**src/rtl/patp_pkg.sv**
```systemverilog
// rtl/patp_pkg.sv - opcodes, state encodings and widths for the PATP sequencer
package patp_pkg;

  localparam int OPC_W_DEF = 3;

  localparam logic [2:0] OP_CLR   = 3'b000;
  localparam logic [2:0] OP_INC   = 3'b001;
  localparam logic [2:0] OP_ADD   = 3'b010;
  localparam logic [2:0] OP_DEC   = 3'b011;
  localparam logic [2:0] OP_JMP   = 3'b100;
  localparam logic [2:0] OP_BNZ   = 3'b101;
  localparam logic [2:0] OP_STORE = 3'b110;
  localparam logic [2:0] OP_LOAD  = 3'b111;

  typedef enum logic [2:0] {
    ST_IDLE  = 3'd0,
    ST_FETCH = 3'd1,
    ST_IRLD  = 3'd2,
    ST_EXEC  = 3'd3,
    ST_MEM   = 3'd4
  } state_t;

  // Memory-operand instructions take the extra MEM cycle.
  function automatic logic is_mem_op(input logic [2:0] op);
    return (op == OP_ADD) || (op == OP_STORE) || (op == OP_LOAD);
  endfunction

endpackage

```
**src/rtl/patp_edge_detect.sv**
```systemverilog
// rtl/patp_edge_detect.sv - rising-edge detector turning a held level into a one-cycle pulse
module patp_edge_detect (
  input  logic clk,
  input  logic rst,
  input  logic din,
  output logic pulse
);

  logic din_q;

  always_ff @(posedge clk or posedge rst) begin
    if (rst) din_q <= 1'b0;
    else     din_q <= din;
  end

  assign pulse = din & ~din_q;

endmodule

```
**src/rtl/patp_control.sv**
```systemverilog
// rtl/patp_control.sv - fetch/decode/execute sequencer driving all PATP datapath enables
module patp_control
  import patp_pkg::*;
#(
  parameter int OPC_W     = OPC_W_DEF,
  parameter int STEP_EDGE = 1
) (
  input  logic             clk,
  input  logic             rst,
  input  logic [OPC_W-1:0] opcode,
  input  logic             d_zero,
  input  logic             run,
  input  logic             step,
  output logic             ld_mar,
  output logic             mar_sel,
  output logic             clk_ir,
  output logic             pc_inc,
  output logic             pc_ld,
  output logic             d_clr,
  output logic             d_inc,
  output logic             d_dec,
  output logic             d_add,
  output logic             d_load,
  output logic             mem_wr,
  output logic             busy,
  output logic [2:0]       state
);

  logic [2:0] state_q;
  logic [2:0] state_d;
  logic [2:0] op;
  logic       step_go;

  assign op = opcode[2:0];

  generate
    if (STEP_EDGE != 0) begin : g_step_edge
      patp_edge_detect u_step_edge (
        .clk   (clk),
        .rst   (rst),
        .din   (step),
        .pulse (step_go)
      );
    end else begin : g_step_level
      assign step_go = step;
    end
  endgenerate

  always_ff @(posedge clk or posedge rst) begin
    if (rst) state_q <= ST_IDLE;
    else     state_q <= state_d;
  end

  // Instruction end returns to FETCH only while free-running; a step runs one instruction.
  always_comb begin
    state_d = ST_IDLE;
    case (state_q)
      ST_IDLE:  state_d = (run || step_go) ? ST_FETCH : ST_IDLE;
      ST_FETCH: state_d = ST_IRLD;
      ST_IRLD:  state_d = ST_EXEC;
      ST_EXEC: begin
        if (is_mem_op(op)) state_d = ST_MEM;
        else               state_d = run ? ST_FETCH : ST_IDLE;
      end
      ST_MEM:   state_d = run ? ST_FETCH : ST_IDLE;
      default:  state_d = ST_IDLE;
    endcase
  end

  always_comb begin
    ld_mar  = 1'b0;
    mar_sel = 1'b0;
    clk_ir  = 1'b0;
    pc_inc  = 1'b0;
    pc_ld   = 1'b0;
    d_clr   = 1'b0;
    d_inc   = 1'b0;
    d_dec   = 1'b0;
    d_add   = 1'b0;
    d_load  = 1'b0;
    mem_wr  = 1'b0;
    case (state_q)
      ST_FETCH: ld_mar = 1'b1;
      ST_IRLD: begin
        clk_ir = 1'b1;
        pc_inc = 1'b1;
      end
      ST_EXEC: begin
        case (op)
          OP_CLR: d_clr = 1'b1;
          OP_INC: d_inc = 1'b1;
          OP_DEC: d_dec = 1'b1;
          OP_JMP: pc_ld = 1'b1;
          OP_BNZ: pc_ld = ~d_zero;
          default: begin
            ld_mar  = 1'b1;
            mar_sel = 1'b1;
          end
        endcase
      end
      ST_MEM: begin
        case (op)
          OP_ADD:   d_add  = 1'b1;
          OP_LOAD:  d_load = 1'b1;
          OP_STORE: mem_wr = 1'b1;
          default:  ;
        endcase
      end
      default: ;
    endcase
  end

  assign busy  = (state_q != ST_IDLE);
  assign state = state_q;

endmodule
```
**config.mk**
```make
export PLATFORM = sky130hd
export DESIGN_NAME = patp_control
export DESIGN_NICKNAME = d
export VERILOG_FILES = /design/src/rtl/patp_pkg.sv /design/src/rtl/patp_edge_detect.sv /design/src/rtl/patp_control.sv
export SDC_FILE = /design/constraint.sdc
export NUM_CORES = 1
export LEC_CHECK = 0
export CORE_AREA = 2 2 39 41
export DETAILED_ROUTE_END_ITERATION = 6
export DIE_AREA = 0 0 41 43
export SLEW_MARGIN = 20
export SYNTH_ARGS = -nofsm -noshare
export SYNTH_HDL_FRONTEND = slang
export SYNTH_HIERARCHICAL = 1
export SYNTH_SLANG_ARGS = --single-unit
```
**constraint.sdc**
```tcl
create_clock -name clk -period 2.7 [get_ports clk]
set_input_delay 0.54 -clock clk [delete_from_list [all_inputs] [get_ports clk]]
set_output_delay 0.54 -clock clk [all_outputs]
set_load 0.02 [all_outputs]
```
Word-level counts from Yosys, hierarchy flattened
Cells that the tools add are included.

word-level totals
  register bits = 4
  bits of input ports = 8

operators by class
  equal/unequal tests = 11
  muxes and demuxes = 22
  bitwise logic cells = 3
  reductions and logical operators = 7

operator list
  cell                number
  $mux 1              18
  $eq 3x3->1 const B  5
  $pmux 3 s5          1
  $eq 3x2->1 const B  4
  $eq 3x1->1 const B  2
  $logic_not 3->1     2
  $reduce_or 5->1     1
  $pmux 1 s2          2
  $logic_or 1x1->1    3
  $mux 3              1
  $reduce_bool 3->1   1
  $not 1->1           2
  $and 1x1->1         1

Depth between registers and ports, before layout
Gate-level depths: netlist of run 1.

  depth after elaboration = 5
  depth in mapped cells = 4
  gate-level depth less buffers = 4

Cells and area by module
Netlist of run 1, hierarchy kept.

modules (own cells, without submodules)
  module            times used  cells an instance  area each (µm²)  sequential area each (µm²)
  patp_control      1           34                 265.3            75.1
  patp_edge_detect  1           3                  42.5             25.0

Worst setup path after synthesis of run 1
Ideal clock, no wire load.

  path kind = reg2out
  from = reg state_q[1] (netlist: state[1])
  to = out pc_inc
  arrival = 1.501 ns
  data required time = 2.160 ns
  setup slack = 0.659 ns
  cell stages (with the launch flop) = 4
  cell sequence = dfrtp_1 -> buf_2 -> nor3b_1 -> buf_4

between the ends
  cells in the longest elaborated chain, start to end = 2

RTL lines
  item                    RTL line            text
  start, declared         patp_control.sv:29  logic [2:0] state_q;
  start signal, assigned  patp_control.sv:51  else state_q <= state_d;
  $eq 3x2->1              --
  $mux 1                  --
  end, declared           patp_control.sv:17  output logic pc_inc,

No other way between the ends.

Worst setup path after layout of run 1
  from = in opcode[0]
  to = out d_inc

between the ends
  cells in the longest elaborated chain, start to end = 3

RTL lines
  item             RTL line            text
  start, declared  patp_control.sv:10  input logic [OPC_W-1:0] opcode,
  $eq 3x1->1       patp_control.sv:89  case (op)
  $mux 1           patp_control.sv:89
  $mux 1           patp_control.sv:82  case (state_q)
  end, declared    patp_control.sv:20  output logic d_inc,

No other way between the ends.

==> flow_metrics.env, run 1 <==
export IMPL_io_pins=23
export IMPL_gp_congestion=0.632
export IMPL_slew_viol_final=0
export IMPL_synth_top_area_share_pct=32.5
export IMPL_grt_pass1_vias=279
export IMPL_synth_compound_area_share_pct=6.91
export IMPL_synthTopCellsByArea="dfrtp_1 (33%), nor3_1 (6.5%), nand2_1 (4.9%), nor2_1 (4.9%), nand2b_4 (4.5%)"
export IMPL_cts_htree_levels=1
export IMPL_p_per_area_mw_per_mm2=865
export IMPL_via_per_inst=4.36
export IMPL_cts_tree="done"
export IMPL_grt_util_met3_pct=3.66
export IMPL_critPathSlowestCell="clkdlybuf4s50_1"
export IMPL_die_w_um=41
export IMPL_yosys_area_top_type="dfrtp_1"
export IMPL_yosys_register_bits=4
export IMPL_dieArea_sq_mm=0.00176
export IMPL_slowest_delay_ns=0.64
export IMPL_rows=14
export IMPL_setup_viol=0
export IMPL_drt_wirelength_per_cell_um=10.0
export IMPL_setup_tns_ns=0
export IMPL_dpl_instance_area_sq_um=543
export IMPL_synthesis_area_sq_um=308
export IMPL_drive_gt1_share_pct=14.8
export IMPL_synthSimpleGateAreaFrac_pct=50.0
export IMPL_vias=336
export IMPL_postRouteAntennaNets=0
export IMPL_use_met2_pct=12.2
export IMPL_fillers=142
export IMPL_synth_edf_count=0
export IMPL_async_flop_share_pct=100
export IMPL_place_ws_ns=0.0465
export IMPL_nets=71
export IMPL_synth_cells=37
export IMPL_ir_drop_mv=0.221
export IMPL_initial_core_util_pct=22.2
export IMPL_hold_buffers=0
export IMPL_relSlewSlack_pct=81.2
export IMPL_use_met1_pct=14.2
export IMPL_postCtsSetupBuffers=0
export IMPL_cp_top_family="buffers and inverters"
export IMPL_grt_usage_pct=10.3
export IMPL_synthMuxAreaShare_pct=0
export IMPL_rsz0062_at_grt="no"
export IMPL_clock_skew_ns=0.00328
export IMPL_die_h_um=43
export IMPL_clockRootBuffer="clkbuf_4"
export IMPL_maxCapViolations=0
export IMPL_arrival_ns=2.06
export IMPL_setup_slack_ns=0.102
export IMPL_p_leak_nw=0.323
export IMPL_start_kind="primary input"
export IMPL_clock_fmax_mhz=385
export IMPL_cts_resized=0
export IMPL_path_clk_slew_ns=0.03
export IMPL_path_max_fanout=6
export IMPL_worstSetupPathType="primary input to output port"
export IMPL_grt_max_degree=10
export IMPL_synthXorXnorAreaFrac_pct=2.85
export IMPL_drtIter0Drc=2
export IMPL_regArea_sq_um=100
export IMPL_busiest_layer="met1"
export IMPL_clk_latency_ns=0.23
export IMPL_crit_top_cell="clkdlybuf4s50_1"
export IMPL_area_delta_synth_final_pct=87.8
export IMPL_antennaDiodeCount=0
export IMPL_outcome="complete, no violations"
export IMPL_path_cells="clkdlybuf4s50_1, nand2b_4, nor3_1, clkdlybuf4s50_1"
export IMPL_finalPower_mw=0.500
export IMPL_worst_path_buf_inv=2
export IMPL_synth_top_family_by_area="simple AND/OR/NAND/NOR gates"
export IMPL_cp_required_ns=2.16
export IMPL_drt_pass1_iter_count=2
export IMPL_stdcell_area_sq_um=578
export IMPL_multi_input_area_sq_um=184
export IMPL_period_minus_slack_ns=2.60
export IMPL_clock_sinks=4
export IMPL_numCtsBuffers=3
export IMPL_synthAdderAreaFrac_pct=0
export IMPL_drc_errors=0
export IMPL_synth_flop_cell="dfrtp_1"
export IMPL_post_route_period_util_pct=96.2
export IMPL_grt_antenna_before_repair=0
export IMPL_fp_coreArea_sq_mm=0.00138
export IMPL_hold_class="primary input to async pin"
export IMPL_hold_viol_final=0
export IMPL_clock_path_buffers=2
export IMPL_ys_seq_area_share_pct=32.5
export IMPL_port_buffers=22
export IMPL_synth_fp_nets=45
export IMPL_gr_total_overflow=0
export IMPL_yosys_warnings=6
export IMPL_synth_cell_types=22
export IMPL_syn_avg_cell_area_sq_um=8.32
export IMPL_end_kind="output port"
export IMPL_routed_wl_um=770
export IMPL_tightest_slew_ns=0.282
export IMPL_grt_pass1_wl_um=1190
## area by class of cell
| class | count | area share (%) |
|---|---|---|
| clock buffers | 3 | 3.90 |
| flip-flops and latches | 4 | 17.3 |
| repair buffers | 23 | 41.6 |
| inverters | 3 | 1.95 |
| well taps | 16 | 3.46 |
| multi-input cells | 28 | 31.8 |
## power by group
part           internal [mW]  switching [mW]  total, mW
logic                  0.158           0.147      0.304
clock network         0.0495          0.0221     0.0716
registers             0.0802          0.0435      0.124
## routing by layer
layer	part of all wire (%)	wire [um]
met4	1.8	14
met3	8.6	66
met2	41	315
met1	49	374
met5	0	0
## placed cells by master, fill, tap and decap left out, drive strengths merged, types with 2 or more instances in the layout
cell,n
clkdlybuf4s50,17
dlymetal6s2s,5
nor2,5
nor3,4
nand2,4
dfrtp,4
inv,3
clkbuf,3
and3,2
nor3b,2
## stage by stage
stage / hold WS [ns] / cells / utilization [%]
2_1_floorplan: 0.269 / 37 / -
3_3_place_gp: 0.578 / 74 / 39.2
3_5_place_dp: 0.577 / 74 / 39.2
4_1_cts: 0.486 / 77 / 40.9
5_1_grt: 0.485 / 77 / 41.8
6_report: 0.493 / 77 / 41.8
## logic make-up (layout without fill, tap and decap cells)
family	after synthesis	count (layout)
flip-flops	4	4
AO/OA/AOI/OAI	3	3
XOR/XNOR	1	1
buffers and inverters	5	29
AND/OR/NAND/NOR	24	24
## path summary, 6_finish.rpt
check,slack [ns],cells past startpoint,start,to
worst max register to register,1.62,3,state[1],state[0]
worst min-delay path,0.49,2,rst,g_step_edge.u_step_edge/din_q
worst min register to register,0.59,1,state[2],state[1]
worst max-delay path,0.10,4,opcode[0],d_inc
min in group clk,0.59,1,state[2],state[1]
max in group asynchronous,2.05,2,rst,state[1]
## Yosys cell counts (2+ instances only)
master / number
dfrtp_1: 4
nand2_1: 4
nor2_1: 4
nor3_1: 4
inv_1: 3
and3_1: 2
## flip-flops by register name, summed over array words and instances, names as in the netlist
register and flops:
state 3, g_step_edge.u_step_edge/din_q 1
Power figures use the tool's default switching activity.
==> run 2, diff against run 1 <==
CTS_CLUSTER_SIZE = 40   (was default)
clock period = 2.4 ns   (was 2.7 ns; I/O delays follow)
==> run 2 against run 1 <==
Effect of this change:
- critical path depth decreased by 2
- sequential power increased by 11%
- wire length increased by 0.65%
- flip-flop and latch count unchanged
- die area unchanged
- setup slack improved by 0.098 ns
- via count increased by 3.9%
- critical endpoint is now busy
==> flow_metrics.env, run 2 (synthesis results as in run 1) <==
export IMPL_dieArea_sq_mm=0.00176
export IMPL_gr_total_overflow=0
export IMPL_clock_path_buffers=2
export IMPL_hpwl_um=603
export IMPL_hold_viol_final=0
export IMPL_cp_required_ns=1.92
export IMPL_initial_core_util_pct=22.2
export IMPL_path_max_fanout=8
export IMPL_clock_skew_ns=0.00399
export IMPL_cp_top_family="buffers and inverters"
export IMPL_worstSetupPathType="flip-flop to output port"
export IMPL_setup_slack_ns=0.199
export IMPL_drc_errors=0
export IMPL_hold_class="primary input to async pin"
export IMPL_post_route_period_util_pct=91.7
export IMPL_layout_commonest_cell="clkdlybuf4s50_1"
export IMPL_p_per_area_mw_per_mm2=972
export IMPL_numCtsBuffers=3
export IMPL_critPathSlowestCell="clkdlybuf4s50_1"
export IMPL_cts_resized=9
export IMPL_path_cells="or3_2, clkdlybuf4s50_1"
export IMPL_period_minus_slack_ns=2.20
export IMPL_cts_htree_levels=1
export IMPL_finalNonFillerCells=79
export IMPL_stdcell_area_sq_um=569
export IMPL_rows=14
export IMPL_rsz0062_at_grt="no"
export IMPL_drt_wirelength_per_cell_um=9.81
export IMPL_clock_sinks=4
export IMPL_port_buffers=22
export IMPL_final_cell_mix="clkdlybuf4s50_1 (13), dlygate4sd2_1 (9)"
export IMPL_fp_coreArea_sq_mm=0.00138
export IMPL_slew_viol_final=0
export IMPL_area_delta_synth_final_pct=85.0
export IMPL_grt_max_degree=10
export IMPL_relSlewSlack_pct=81.5
export IMPL_postRouteAntennaNets=0
export IMPL_routed_wl_um=775
export IMPL_arrival_ns=1.72
export IMPL_drtIter0Drc=3
export IMPL_nets=73
export IMPL_io_pins=23
export IMPL_slowest_delay_ns=0.54
export IMPL_maxCapViolations=0
export IMPL_postCtsSetupBuffers=0
export IMPL_setup_tns_ns=0
export IMPL_gp_congestion=0.665
export IMPL_cts_tree="done"
export IMPL_antennaDiodeCount=0
export IMPL_end_kind="output port"
export IMPL_place_ws_ns=-0.0778
export IMPL_outcome="complete, no violations"
export IMPL_grt_pass1_wl_um=1140
export IMPL_die_h_um=43
export IMPL_setup_viol=0
export IMPL_tightest_slew_ns=0.277
export IMPL_clk_latency_ns=0.23
export IMPL_path_clk_slew_ns=0.04
export IMPL_dp_cells=76
export IMPL_via_per_inst=4.42
export IMPL_hold_buffers=0
export IMPL_die_w_um=41
export IMPL_start_kind="flip-flop"
export IMPL_grt_pass1_vias=284
export IMPL_ir_drop_mv=0.261
export IMPL_clockRootBuffer="clkbuf_4"
export IMPL_grt_usage_pct=9.65
export IMPL_dpl_instance_area_sq_um=558
export IMPL_clock_fmax_mhz=454
export IMPL_p_leak_nw=0.296
export IMPL_grt_antenna_before_repair=0
export IMPL_utilization_pct=41.1
export IMPL_worst_path_buf_inv=1
export IMPL_largest_register_ffs=3
export IMPL_drt_pass1_iter_count=4
export IMPL_drive_gt1_share_pct=17.5
export IMPL_vias=349
[run 2: per-stage QoR]
stage | hold WS (ns) | total power, mW
6_report | 0.422 | 0.553
5_1_grt | 0.435 | 0.597
4_1_cts | 0.424 | 0.560
3_5_place_dp | 0.566 | 0.487
3_3_place_gp | 0.581 | 0.489
2_1_floorplan | 0.209 | 0.340
[run 2: path summary, 6_finish.rpt]
check | startpoint | end | slack (ns) | cells after the start
worst max-delay path | state[0] | busy | 0.20 | 2
worst min-delay path | rst | g_step_edge.u_step_edge/din_q | 0.42 | 2
worst max register to register | state[1] | state[0] | 1.35 | 3
worst min register to register | state[2] | state[1] | 0.58 | 1
max in group asynchronous | rst | state[1] | 1.82 | 2
min in group clk | state[2] | state[1] | 0.58 | 1
[run 2: layer usage]
metal | global-route usage, % | wire (um) | vias to the layer above
met5 | 0 | 0 | -
met4 | 8.00 | 16 | 0
met3 | 2.09 | 69 | 2
met2 | 12.5 | 335 | 17
met1 | 12.9 | 352 | 148
li1 | - | - | 182
[run 2: area by class of cell]
type                            instances  area (sq um)
Sequential cell                         4           100
Tap cell                               16          20.0
Multi-Input combinational cell         28           184
Fill cell                             158           815
Clock buffer                            3          22.5
Timing Repair Buffer                   25           231
Inverter                                3          11.3
[run 2: power breakdown]
group	switching [mW]	total (mW)	leakage, nW	internal [mW]
clock network	0.0267	0.0826	0.0138	0.0559
registers	0.0472	0.138	0.0490	0.0903
logic	0.164	0.333	0.234	0.169
total	0.238	0.553	0.296	0.315
==> RTL edit 1, RTL diff (settings of run 2) <==
Add an input register stage for `opcode`, `d_zero`, `run` and `step`, without a reset; this delays them by one clock.
--- a/src/rtl/patp_control.sv
+++ b/src/rtl/patp_control.sv
@@ -27,4 +27,16 @@
 );
 
+  logic [OPC_W-1:0] opcode_q;
+  logic d_zero_q;
+  logic run_q;
+  logic step_q;
+
+  always_ff @(posedge clk) begin
+    opcode_q <= opcode;
+    d_zero_q <= d_zero;
+    run_q    <= run;
+    step_q   <= step;
+  end
+
   logic [2:0] state_q;
   logic [2:0] state_d;
@@ -32,5 +44,5 @@
   logic       step_go;
 
-  assign op = opcode[2:0];
+  assign op = opcode_q[2:0];
 
   generate
@@ -39,9 +51,9 @@
         .clk   (clk),
         .rst   (rst),
-        .din   (step),
+        .din   (step_q),
         .pulse (step_go)
       );
     end else begin : g_step_level
-      assign step_go = step;
+      assign step_go = step_q;
     end
   endgenerate
@@ -56,12 +68,12 @@
     state_d = ST_IDLE;
     case (state_q)
-      ST_IDLE:  state_d = (run || step_go) ? ST_FETCH : ST_IDLE;
+      ST_IDLE:  state_d = (run_q || step_go) ? ST_FETCH : ST_IDLE;
       ST_FETCH: state_d = ST_IRLD;
       ST_IRLD:  state_d = ST_EXEC;
       ST_EXEC: begin
         if (is_mem_op(op)) state_d = ST_MEM;
-        else               state_d = run ? ST_FETCH : ST_IDLE;
+        else               state_d = run_q ? ST_FETCH : ST_IDLE;
       end
-      ST_MEM:   state_d = run ? ST_FETCH : ST_IDLE;
+      ST_MEM:   state_d = run_q ? ST_FETCH : ST_IDLE;
       default:  state_d = ST_IDLE;
     endcase
@@ -92,5 +104,5 @@
           OP_DEC: d_dec = 1'b1;
           OP_JMP: pc_ld = 1'b1;
-          OP_BNZ: pc_ld = ~d_zero;
+          OP_BNZ: pc_ld = ~d_zero_q;
           default: begin
             ld_mar  = 1'b1;
Formal check against the unedited RTL: not equivalent (a bounded check fails within 4 cycles, from zero or initial values and one cycle with rst high).
==> RTL edit 1 against run 2 <==
Design area grew 23%. Combinational power grew 5%. Worst setup slack worse by 0.089 ns. Routed wire length grew 3.5%. Area after synthesis is 39% higher. Total power is 29% higher. Sequential cell count is 6 higher. Register-to-register slack worse by 0.09 ns. Synthesized cell count is 22% higher. Global-route usage up 1.3 points. Clock skew increased by 0.0040 ns. Critical path type unchanged.
==> RTL edit 1: results (changes against run 2) <==
- The run finished with clean final reports.
- The critical path arrival came to 1.81 ns (+0.09 ns).
- The overall routing resource usage is 0.109 (+0.0127).
- The count of placed standard cells in the final layout, fillers left out is 85 (+7.6%).
- The number of detailed-routing iterations run before antenna repair is 4 (unchanged).
- The switching power total is 272 uW (+14%).
- The peak ir drop on the vdd network was 0.420 mV (+61%).
- By count the netlist is led by 7 x nor2_1, 6 x dfxtp_1, 4 x dfrtp_1, 4 x inv_1, 4 x nor3_1.
- The average size of a mapped cell was 9.54 sq um (+15%).
- Yosys attributes the largest share of cell area to dfxtp_1 28%, dfrtp_1 23%, nor2_1 6.1%.
- The met3 routed wirelength came to 55 um (-20%).
- The leakage power is 0.353 nW (+19%).
- The wire length of the first global-routing pass is 1290 um (+13%).
- The met1 track demand over resource in global routing is 0.132 (+0.00255).
- The ratio of final minimum period to clock period is 0.954 (+0.0371).
- The longest individual stage delay on the worst path is 0.61 ns (+0.07 ns).
- The endpoint identified for the worst register-to-register timing path is state[2].
- The area occupied by multi-input gates is 179 sq um (-2.7%).
- The clock insertion delay at the later pin of the skew report is 0.26 ns (+0.03 ns).
- The via density per instance is 4.46 (+0.93%).
- The aggregate routed wire length is 802 um (+3.5%).
- The part of the power in the clock network is 0.159 (+0.010).
- The cell count after placement is 80 (+5.3%).
- For this run, the leading register cell type out of synthesis is dfxtp_1.
- The complex-gate fraction of the synthesized area is 0.0350 (-0.0341).
- The part of the total power dissipated in sequential elements is 0.351 (+0.102).
- The met2 routing resource usage after global routing came to 0.156 (+0.0313).
- The slack of the worst reg-to-reg path is 1.26 ns (-0.09 ns).
- The post-synthesis sequential area ratio is 0.513 (+0.188).
- The number of global-route vias before repair came to 335 (+18%).
- The length of routed met2 wiring is 388 um (+16%).
- The weighted congestion reported at the end of routability-driven placement is 0.676 (+1.7%).
- The count of distinct cell types in the synthesized netlist is 24 (+9.1%).
- The layout net count is 78 (+6.8%).
- The met3 demand-to-capacity share in global routing came to 0.0471 (+0.0262).
- The XOR/XNOR share of the synthesized area was 0.0204 (-0.00805).
- The number of filler instances in the final layout was 139 (-12%).
- The clock-pin transition on the worst setup and hold timing paths is 0.06 ns (+0.02 ns).
- The net count after synthesis was 53 (+18%).
- The instance area after placement was 652 sq um (+17%).
- The transition time at the pin with the least slew margin is 0.283 ns (+0.00562 ns).
- The met1 routed wirelength after detailed routing is 337 um (-4.3%).
-- RTL edit 1: cell types whose count changed in the layout (fill, tap and decap cells not counted), moves of 2 or more --
| cell | before | now |
|---|---|---|
| nor2_1 | 4 | 6 |
| clkdlybuf4s50_1 | 13 | 18 |
| dfxtp_1 | 0 | 6 |
| dlymetal6s2s_1 | 0 | 4 |
| and3_1 | 2 | 0 |
| dlygate4sd2_1 | 9 | 0 |
| buf_4 | 3 | 1 |
| nand2_1 | 4 | 2 |
-- RTL edit 1: what timing repair did --
| item | in CTS | in global routing |
|---|---|---|
| setup endpoints to repair | 0 | 8 |
| buffers inserted | 0 | 1 |
| gates resized for setup | 0 | 5 |
-- RTL edit 1: final cells by class --
cell class              count  share of cell area
flip-flops and latches     10               0.315
well taps                  16              0.0287
inverters                   4              0.0215
repair buffers             23               0.341
clock buffers               4              0.0376
multi-input cells          28               0.256
==> RTL edit 2, RTL diff (flow settings as in run 2) <==
Made on the original files. Change the parameter `STEP_EDGE` from 1 to 0.
--- a/src/rtl/patp_control.sv
+++ b/src/rtl/patp_control.sv
@@ -4,5 +4,5 @@
 #(
   parameter int OPC_W     = OPC_W_DEF,
-  parameter int STEP_EDGE = 1
+  parameter int STEP_EDGE = 0
 ) (
   input  logic             clk,
Formal check against the unedited RTL: not equivalent (Yosys sat finds a counterexample within 10 cycles, from zero or initial values and one cycle with rst high).
==> RTL edit 2 against run 2 <==
Via count down 5.4%. Worst setup slack got worse by 0.040 ns. Routed wire length shrank 4.1%. Die area is the same. Design area shrank 9.5%. Non-clock buffer count decreased by 2. Area after synthesis is 14% lower. Critical path depth up 2. Combinational power decreased by 2%. Maximum frequency is 1.8% lower. Highest routed layer unchanged. Total power fell by 2.7%. Largest power group unchanged. Sequential cell count shrank 1.
==> RTL edit 2: results (changes against run 2) <==
- The fraction of area in clock buffers and inverters was 0.0510 (+0.0114).
- The longest individual stage delay on the worst path is 0.57 ns (+0.03 ns).
- The aggregate routed wire length was 743 um (-4.1%).
- The number of detailed-routing iterations run before antenna repair is 3 (-1).
- The complex-gate fraction of the synthesized area was 0.0802 (+0.0111).
- The clock buffer count is 4 (+1).
- The number of vias in the routed layout is 330 (-5.4%).
- The maximum number of pins on one net before global-route repair is 10 (unchanged).
- The post-synthesis sequential area ratio came to 0.283 (-0.0422).
- The met1 routed wirelength after detailed routing is 338 um (-4.0%).
- The met3 routed wirelength is 42 um (-39%).
- The met2 routing resource usage after global routing is 0.131 (+0.00625).
- The overall routing resource usage is 0.0945 (-0.00201).
- The worst setup timing slack at the placement stage is -0.130 ns (-0.0523 ns).
- The weighted congestion reported at the end of routability-driven placement is 0.714 (+7.5%).
- The non-clock inverter count in the final layout is 2 (-1).
- The length of routed met2 wiring is 345 um (+3.0%).
- The met3 demand-to-capacity share in global routing is 0.0314 (+0.0105).
- By count the netlist is led by 4 x nand2_1, 4 x nor2_1, 4 x nor3_1.
- The leakage power is 0.263 nW (-11%).
- The highest fanout seen on the critical path was 7 (-1).
- The flip-flop and latch count after synthesis is 3 (-1).
- The number of combinational gates with multiple inputs is 27 (-3.6%).
- The number of filler instances in the final layout is 170 (+7.6%).
- The critical path arrival is 1.76 ns (+0.04 ns).
- The number of signal-net buffers in the layout is 23 (-8.0%).
- The transition time at the pin with the least slew margin is 0.299 ns (+0.0220 ns).
- The number of flip-flops under the largest register name came to 3 (unchanged).
- The largest clock skew in the final design is 0.00280 ns (-0.00120 ns).
- The initial DRC count is 2 (-1).
- The wire length of the first global-routing pass is 1090 um (-4.2%).
- The run finished with clean final reports.
- The area share of buffers outside the clock network came to 0.420 (+0.0133).
- The layout net count is 68 (-6.8%).
- The half-perimeter wire length of the detailed placement result is 562 um (-6.7%).
- The met1 track demand over resource in global routing is 0.110 (-0.0194).
- The register cell area after layout was 75.1 sq um (-25%).
- By area the synthesized netlist is led by dfrtp_1 28%, nor3_1 7.5%, nand2_1 5.7%.
- The peak ir drop on the vdd network is 0.352 mV (+35%).
- The XOR/XNOR share of the synthesized area is 0.0330 (+0.00456).
-- RTL edit 2: path summary, 6_finish.rpt --
kind,startpoint,end,slack [ns],cells past startpoint
max,opcode[1],d_add,0.16,4
min,rst,state[0],0.41,2
max reg2reg,state[1],state[0],1.35,3
min reg2reg,state[2],state[1],0.59,1
max in group asynchronous,rst,state[2],1.86,2
min in group clk,state[2],state[1],0.59,1
-- RTL edit 2: power by group --
part,switching (mW),leakage [nW],internal [mW],total [mW]
Sequential,0.0509,0.0371,0.0726,0.123
Combinational,0.160,0.211,0.165,0.325
Clock,0.0271,0.0150,0.0624,0.0895
Total,0.238,0.263,0.300,0.538
-- RTL edit 2: metrics by stage --
step | instance area [sq um] | hold slack [ns] | std cells
after global routing | 515 | 0.434 | 75
after floorplan | 265 | 0.234 | 34
after detailed placement | 500 | 0.589 | 71
after global placement | 500 | 0.577 | 71
after CTS | 515 | 0.413 | 75
final | 515 | 0.410 | 75
